`src/rtl/trap_ctrl_pkg.sv`:
```
// Shared types and constants for the machine-mode trap controller.
// TRAP_CTRL_VECTORED_EN enables mtvec vectored mode (mode 01).
package trap_ctrl_pkg;

    typedef struct packed {
        logic [18:0] rsvd_hi;
        logic [1:0]  mpp;
        logic [2:0]  rsvd_mid;
        logic        mpie;
        logic [2:0]  rsvd_lo;
        logic        mie;
        logic [2:0]  rsvd_wpri;
    } mstatus_t;

    typedef struct packed {
        logic [29:0] base;
        logic [1:0]  mode;
    } mtvec_t;

    typedef struct packed {
        logic        is_irq;
        logic [30:0] code;
    } mcause_t;

    localparam logic [11:0] CSR_MSTATUS = 12'h300;
    localparam logic [11:0] CSR_MIE     = 12'h304;
    localparam logic [11:0] CSR_MTVEC   = 12'h305;
    localparam logic [11:0] CSR_MEPC    = 12'h341;
    localparam logic [11:0] CSR_MCAUSE  = 12'h342;
    localparam logic [11:0] CSR_MTVAL   = 12'h343;
    localparam logic [11:0] CSR_MIP     = 12'h344;

    localparam logic [4:0] IRQ_MSI = 5'd3;
    localparam logic [4:0] IRQ_MTI = 5'd7;
    localparam logic [4:0] IRQ_MEI = 5'd11;

    typedef enum logic [1:0] {
        IDLE   = 2'd0,
        FLUSH  = 2'd1,
        COMMIT = 2'd2
    } trap_state_t;

    // Only direct (00) and, when supported, vectored (01) modes are stored.
    function automatic logic [1:0] legal_mode(input logic [1:0] mode);
`ifdef TRAP_CTRL_VECTORED_EN
        return (mode == 2'b01) ? 2'b01 : 2'b00;
`else
        return 2'b00;
`endif
    endfunction

endpackage

```
`src/rtl/trap_irq_prio.sv`:
```
// Interrupt eligibility masking and fixed-priority encode (MEI > MSI > MTI).
module trap_irq_prio
    import trap_ctrl_pkg::*;
(
    input  logic       global_ie,
    input  logic [2:0] enable,
    input  logic [2:0] pending,
    output logic       irq_valid,
    output logic [4:0] irq_code
);

    // Both vectors are ordered {external, timer, software}.
    logic [2:0] masked;

    always_comb begin
        masked    = pending & enable & {3{global_ie}};
        irq_valid = |masked;
        irq_code  = 5'd0;
        if (masked[2]) begin
            irq_code = IRQ_MEI;
        end else if (masked[0]) begin
            irq_code = IRQ_MSI;
        end else if (masked[1]) begin
            irq_code = IRQ_MTI;
        end
    end

endmodule

```
`src/rtl/trap_ctrl.sv`:
```
// Machine-mode trap sequencer: arbitrate, flush the pipeline, commit trap CSRs, redirect fetch.
// TRAP_CTRL_VECTORED_EN enables vectored interrupt targets (mtvec mode 01).
module trap_ctrl
    import trap_ctrl_pkg::*;
#(
    parameter logic [31:0] RESET_MTVEC = 32'h0000_0000,
    parameter logic        RESET_MIE   = 1'b0
) (
    input  logic        clk,
    input  logic        rst_n,
    input  logic        exc_valid,
    input  logic [30:0] exc_cause,
    input  logic [31:0] exc_pc,
    input  logic [31:0] exc_tval,
    input  logic        mret_valid,
    input  logic        irq_msip,
    input  logic        irq_mtip,
    input  logic        irq_meip,
    input  logic [31:0] irq_pc,
    output logic        flush_req,
    input  logic        flush_ack,
    output logic        redirect_valid,
    output logic [31:0] redirect_pc,
    input  logic [11:0] csr_addr,
    input  logic        csr_we,
    input  logic [31:0] csr_wdata,
    output logic [31:0] csr_rdata,
    output logic        trap_busy
);

    trap_state_t state;
    logic        mstatus_mie, mstatus_mpie;
    logic [2:0]  mie_en;
    mtvec_t      mtvec;
    logic [31:0] mepc, mtval;
    mcause_t     mcause;

    logic        lat_mret;
    mcause_t     lat_cause;
    logic [31:0] lat_pc, lat_tval;

    logic        irq_valid;
    logic [4:0]  irq_code;

    trap_irq_prio u_prio (
        .global_ie (mstatus_mie),
        .enable    (mie_en),
        .pending   ({irq_meip, irq_mtip, irq_msip}),
        .irq_valid (irq_valid),
        .irq_code  (irq_code)
    );

    logic wr_mstatus, wr_mie, wr_mtvec, wr_mepc, wr_mcause, wr_mtval;
    assign wr_mstatus = csr_we && (csr_addr == CSR_MSTATUS);
    assign wr_mie     = csr_we && (csr_addr == CSR_MIE);
    assign wr_mtvec   = csr_we && (csr_addr == CSR_MTVEC);
    assign wr_mepc    = csr_we && (csr_addr == CSR_MEPC);
    assign wr_mcause  = csr_we && (csr_addr == CSR_MCAUSE);
    assign wr_mtval   = csr_we && (csr_addr == CSR_MTVAL);

    assign trap_busy = (state != IDLE);

    logic [31:0] trap_target;
    always_comb begin
        trap_target = {mtvec.base, 2'b00};
`ifdef TRAP_CTRL_VECTORED_EN
        if (mtvec.mode == 2'b01 && lat_cause.is_irq) begin
            trap_target = {mtvec.base, 2'b00} + {lat_cause.code[29:0], 2'b00};
        end
`endif
    end

    mstatus_t mstatus_rd;
    always_comb begin
        mstatus_rd      = '0;
        mstatus_rd.mpp  = 2'b11;
        mstatus_rd.mpie = mstatus_mpie;
        mstatus_rd.mie  = mstatus_mie;
    end

    always_comb begin
        csr_rdata = 32'd0;
        case (csr_addr)
            CSR_MSTATUS: csr_rdata = mstatus_rd;
            CSR_MIE:     csr_rdata = {20'd0, mie_en[2], 3'd0, mie_en[1], 3'd0, mie_en[0], 3'd0};
            CSR_MTVEC:   csr_rdata = mtvec;
            CSR_MEPC:    csr_rdata = mepc;
            CSR_MCAUSE:  csr_rdata = mcause;
            CSR_MTVAL:   csr_rdata = mtval;
            CSR_MIP:     csr_rdata = {20'd0, irq_meip, 3'd0, irq_mtip, 3'd0, irq_msip, 3'd0};
            default:     csr_rdata = 32'd0;
        endcase
    end

    always_ff @(posedge clk or negedge rst_n) begin
        if (!rst_n) begin
            state          <= IDLE;
            flush_req      <= 1'b0;
            redirect_valid <= 1'b0;
            redirect_pc    <= 32'd0;
            mstatus_mie    <= RESET_MIE;
            mstatus_mpie   <= 1'b0;
            mie_en         <= 3'd0;
            mtvec          <= {RESET_MTVEC[31:2], legal_mode(RESET_MTVEC[1:0])};
            mepc           <= 32'd0;
            mcause         <= '0;
            mtval          <= 32'd0;
            lat_mret       <= 1'b0;
            lat_cause      <= '0;
            lat_pc         <= 32'd0;
            lat_tval       <= 32'd0;
        end else begin
            redirect_valid <= 1'b0;

            // Software writes land first so the commit below overrides them.
            if (wr_mstatus) begin
                mstatus_mie  <= csr_wdata[3];
                mstatus_mpie <= csr_wdata[7];
            end
            if (wr_mie)    mie_en <= {csr_wdata[11], csr_wdata[7], csr_wdata[3]};
            if (wr_mtvec)  mtvec  <= {csr_wdata[31:2], legal_mode(csr_wdata[1:0])};
            if (wr_mepc)   mepc   <= csr_wdata & ~32'd3;
            if (wr_mcause) mcause <= csr_wdata;
            if (wr_mtval)  mtval  <= csr_wdata;

            case (state)
                IDLE: begin
                    if (exc_valid) begin
                        lat_mret  <= 1'b0;
                        lat_cause <= {1'b0, exc_cause};
                        lat_pc    <= exc_pc & ~32'd3;
                        lat_tval  <= exc_tval;
                        state     <= FLUSH;
                        flush_req <= 1'b1;
                    end else if (irq_valid) begin
                        lat_mret  <= 1'b0;
                        lat_cause <= {1'b1, 26'd0, irq_code};
                        lat_pc    <= irq_pc & ~32'd3;
                        lat_tval  <= 32'd0;
                        state     <= FLUSH;
                        flush_req <= 1'b1;
                    end else if (mret_valid) begin
                        lat_mret  <= 1'b1;
                        state     <= FLUSH;
                        flush_req <= 1'b1;
                    end
                end
                FLUSH: begin
                    if (flush_ack) begin
                        state     <= COMMIT;
                        flush_req <= 1'b0;
                    end
                end
                COMMIT: begin
                    state          <= IDLE;
                    redirect_valid <= 1'b1;
                    if (lat_mret) begin
                        mstatus_mie  <= mstatus_mpie;
                        mstatus_mpie <= 1'b1;
                        redirect_pc  <= mepc;
                    end else begin
                        mepc         <= lat_pc;
                        mcause       <= lat_cause;
                        mtval        <= lat_tval;
                        mstatus_mpie <= mstatus_mie;
                        mstatus_mie  <= 1'b0;
                        redirect_pc  <= trap_target;
                    end
                end
                default: state <= IDLE;
            endcase
        end
    end

endmodule

```
`config.mk`:
```
export PLATFORM = sky130hd
export DESIGN_NAME = trap_ctrl
export DESIGN_NICKNAME = d
export VERILOG_FILES = /design/src/rtl/trap_ctrl_pkg.sv /design/src/rtl/trap_irq_prio.sv /design/src/rtl/trap_ctrl.sv
export SDC_FILE = /design/constraint.sdc
export NUM_CORES = 1
export LEC_CHECK = 0
export CAP_MARGIN = 20
export CORE_ASPECT_RATIO = 0.8
export CORE_MARGIN = 1
export CORE_UTILIZATION = 56
export DETAILED_ROUTE_END_ITERATION = 6
export PLACE_DENSITY = 0.95
export REMOVE_ABC_BUFFERS = 1
export SYNTH_ARGS = -nofsm -noshare
export SYNTH_HDL_FRONTEND = slang
export SYNTH_SLANG_ARGS = --single-unit
```
`constraint.sdc`:
```
create_clock -name clk -period 4.28 [get_ports clk]
set_input_delay 0.856 -clock clk [delete_from_list [all_inputs] [get_ports clk]]
set_output_delay 0.856 -clock clk [all_outputs]
set_load 0.02 [all_outputs]
```
==> impl_results.md <==
- Final cycle utilization of the critical path: ~99%
- Relative slew slack: between 30% and 40%
- Max-capacitance violation count: 0
- IO Pins: 247
- FILL cells: 1341
- Met1 wire length: roughly 14 mm
- Cell mode on critical path: clkdlybuf4s50_1
- Dominant synthesized flop cell: dfrtp_1
- Sequential group share of total power: 45.4%
- Critical path's top delay family: buffers and inverters
- Remaining DRCs: 0
- Die height: between 100 and 150 µm
- Combinational Power Share: between 20% and 30%
- Endpoints failing hold: 0
- Worst vdd ir: around 310 µV
- Final Util: 74.7%
- Area of the multi-input gates: between 5000 and 6000 µm²
- Crit start category: input pin
- N_diodes: 0
- Fin cells: between 1500 and 2000
- Root buf cell: clkbuf_16
- Fin Setup TNS: 0 ns
- Data required, critical path: around 3.4 ns
- Post-DR wirelength/cell: 22.4 µm
- Post-route cell area: between 15000 and 20000 µm²
- Cells after synthesis: approximately 1200
- Routed vias: 10700
- Worst Path Buf+Inv: 3
- P_int: a little over 0.006 W
- GRT Total Usage: between 30% and 40%
- Clock slew at reported path FFs: 0.06 ns
- Syn Std Cell Area: 12200 µm²
- Post-synth EDFFs: 0
- Switching pwr: between 0.002 and 0.003 W
- LEAKAGE: approximately 7 nW
- DR vias/cell: around 6.4
- Power per Cell Area: between 500 and 600 nW/µm²
- Synth Register Bits: between 200 and 300
- Sinks on Clock Net: between 200 and 300
- WL met3: a little under 4 mm
- Ys Warns: 0
- Min Tclk post-route: about 4.2 ns
- H-tree Lvls: 1
- Core area: 21000 µm²
- HP Class: in -> async
- Total Power: between 0.009 and 0.01 W
- Yosys cell types: between 40 and 50
- Final HPWL DP: ~24 mm
- Core Rows: 47
- Arr. time, crit path: between 3 and 4 ns
- Antenna violations before repair: 0
- Sequential cell area: between 6000 and 7000 µm²
- First-pass GRT wire length: between 50 and 60 mm
- CP cell instances: clkdlybuf4s50_1 -> nor4bb_1 -> nand3_2 -> buf_4 -> nor2_1 -> a221o_1 -> clkdlybuf4s50_1
- Initial Util: roughly three fifths
- Insertion delay to the later sink of the worst-skew pair: between 0.5 and 0.6 ns
- Post-cts sizing count: 0
- Clock network power share: a little over a quarter
- Largest cells by area after synthesis: dfrtp_1 54%, mux2i_1 10%, nand2_1 5.3%
- Max Clock Skew: ~0.012 ns
- Dpl cell area: about 15000 µm²
- Worst path max stage delay: 0.63 ns
- DR WL met2: 17.5 mm
- Worst Tran Pin Value: around 0.9 ns
- Yosys top cell area share: 53.8%
- Share of cells above drive strength 1: about a tenth
- Iter 0 DRT Violations: around 1300
- Outcome: finished clean
- Syn avg cell area: approximately 10 µm²
- Die area: 22300 µm²
- Area Overhead vs Synth: 28.8%
- Sw Ratio: roughly a third
- RSZ-0062 raised after global routing: no
- CTS Buf Count: 26
- Final #Nets: roughly 1600
- Critical-path top delay cell: clkdlybuf4s50_1
- Port-buffer cells: around 240
- Slew Viols, Final: 0
- TritonRoute pass-1 iters: 6
- DR top layer: met4
- Fmax: about 240 MHz
- Number of global-route vias before repair: around 11000
- Clk buf depth: 3
- Routed wire length: 37.2 mm
- Seq/Total Area, Yosys: 53.8%
- CP Max Fanout: 18
- Final Setup Violations: 0
- Largest net degree at the start of global routing: around 100
- CP endpoint kind: output pin
- Hold buffers post-CTS: 0
- Final ANT Viol Nets: 0
- CTS tree: built
- Ys async rst share: 100%
- Yosys top cell by area: dfrtp_1
- Gpl congestion: roughly 0.92
- Die extent in x: around 170 µm
- Post-CTS setup buffers: 0
- Placed cells: roughly 1600
- Kind of critical path: in -> out
- Total global routing overflow: 0
## final timing paths
kind / slack (ns) / startpoint / cells after the start / endpoint
worst max register to register: 1.74 / mie_en[2] / 4 / lat_cause[2]
worst max-delay path: 0.05 / csr_addr[1] / 7 / csr_rdata[20]
max in group asynchronous: 3.03 / rst_n / 2 / mtvec[22]
min in group clk: 0.47 / redirect_pc[0] / 2 / redirect_pc[0]
worst min-delay path: 0.31 / rst_n / 1 / redirect_pc[31]
worst min register to register: 0.47 / redirect_pc[0] / 2 / redirect_pc[0]
## cell usage after synthesis, types with 5 or more instances
library cell and n:
o22ai_1 8, nand3_1 16, clkbuf_1 32, mux2i_1 122, buf_2 45, buf_6 10
mux2_2 37, a22oi_1 7, o21ai_0 35, a31oi_1 61, a221o_1 21, buf_1 8
a21oi_1 100, nand2_1 172, a22o_1 61, dfrtp_1 262, nor2_1 119, nand4_1 5
## routing by layer
layer  up-vias  global-route usage (%)
li1       4599                       -
met3       153                    6.55
met2       727                    55.0
met4         0                    17.2
met1      5211                    42.3
met5         -                       0
## cell families (layout without fill, tap and decap cells)
logic type             Yosys count  in the layout  synth area share (%)
DFF                            262            262                  53.8
AOI/OAI and AO/OA              303            303                  16.3
muxes                          160            160                  13.5
buffers and inverters          102            327                  4.32
and+or+nand+nor                342            342                  12.0
## through the flow
| stage | hold slack [ns] | worst slack, ns |
|---|---|---|
| finish | 0.314 | 0.0503 |
| global route | 0.359 | 0.0450 |
| CTS | 0.327 | 0.0831 |
| detailed placement | 0.461 | 0.117 |
| global placement | 0.451 | 0.226 |
| floorplan | 0.450 | 0.354 |
## cell usage in the layout (no fill, tap or decap), types with 2 or more instances in the layout
cell and instances:
a21oi_1 100, a221o_1 21, a22o_1 61, a22oi_1 7, a31oi_1 61, and2_2 2, and4_4 2, buf_12 5
buf_2 2, buf_4 31, bufinv_16 3, clkbuf_1 6, clkbuf_16 26, clkbuf_8 8, clkdlybuf4s50_1 239, dfrtp_1 261
inv_1 3, mux2_2 37, mux2i_1 122, nand2_1 171, nand3_1 15, nand4_1 5, nor2_1 118, nor2b_1 3
nor3b_1 4, nor3b_2 2, nor4bb_1 2, o21a_1 2, o21ai_0 35, o22a_1 2, o22ai_1 8, or3_1 4
## sequential cells by signal (all words and copies together) (netlist names)
register / cells
lat_cause: 32
lat_tval: 32
mcause: 32
mepc: 32
mtval: 32
redirect_pc: 32
lat_pc: 30
mtvec: 30
mie_en: 3
state: 2
flush_req: 1
lat_mret: 1
mstatus_mie: 1
mstatus_mpie: 1
redirect_valid: 1
## layout make-up
class,instances,area share (%)
flip-flops and latches,262,41.8
inverters,4,0.0957
clock inverters,5,0.710
well taps,269,2.15
repair buffers,278,17.5
clock buffers,40,4.99
multi-input cells,805,32.7
## power groups by stage
stage | clock network, W | logic [W] | registers, W
finish | 0.00239 | 0.00258 | 0.00413
global route | 0.00248 | 0.00281 | 0.00422
CTS | 0.00239 | 0.00256 | 0.00410
detailed placement | 0 | 0.00254 | 0.00412
global placement | 0 | 0.00240 | 0.00406
floorplan | 0 | 0.00135 | 0.00415
Note: power is estimated with default switching activity, not from simulation.
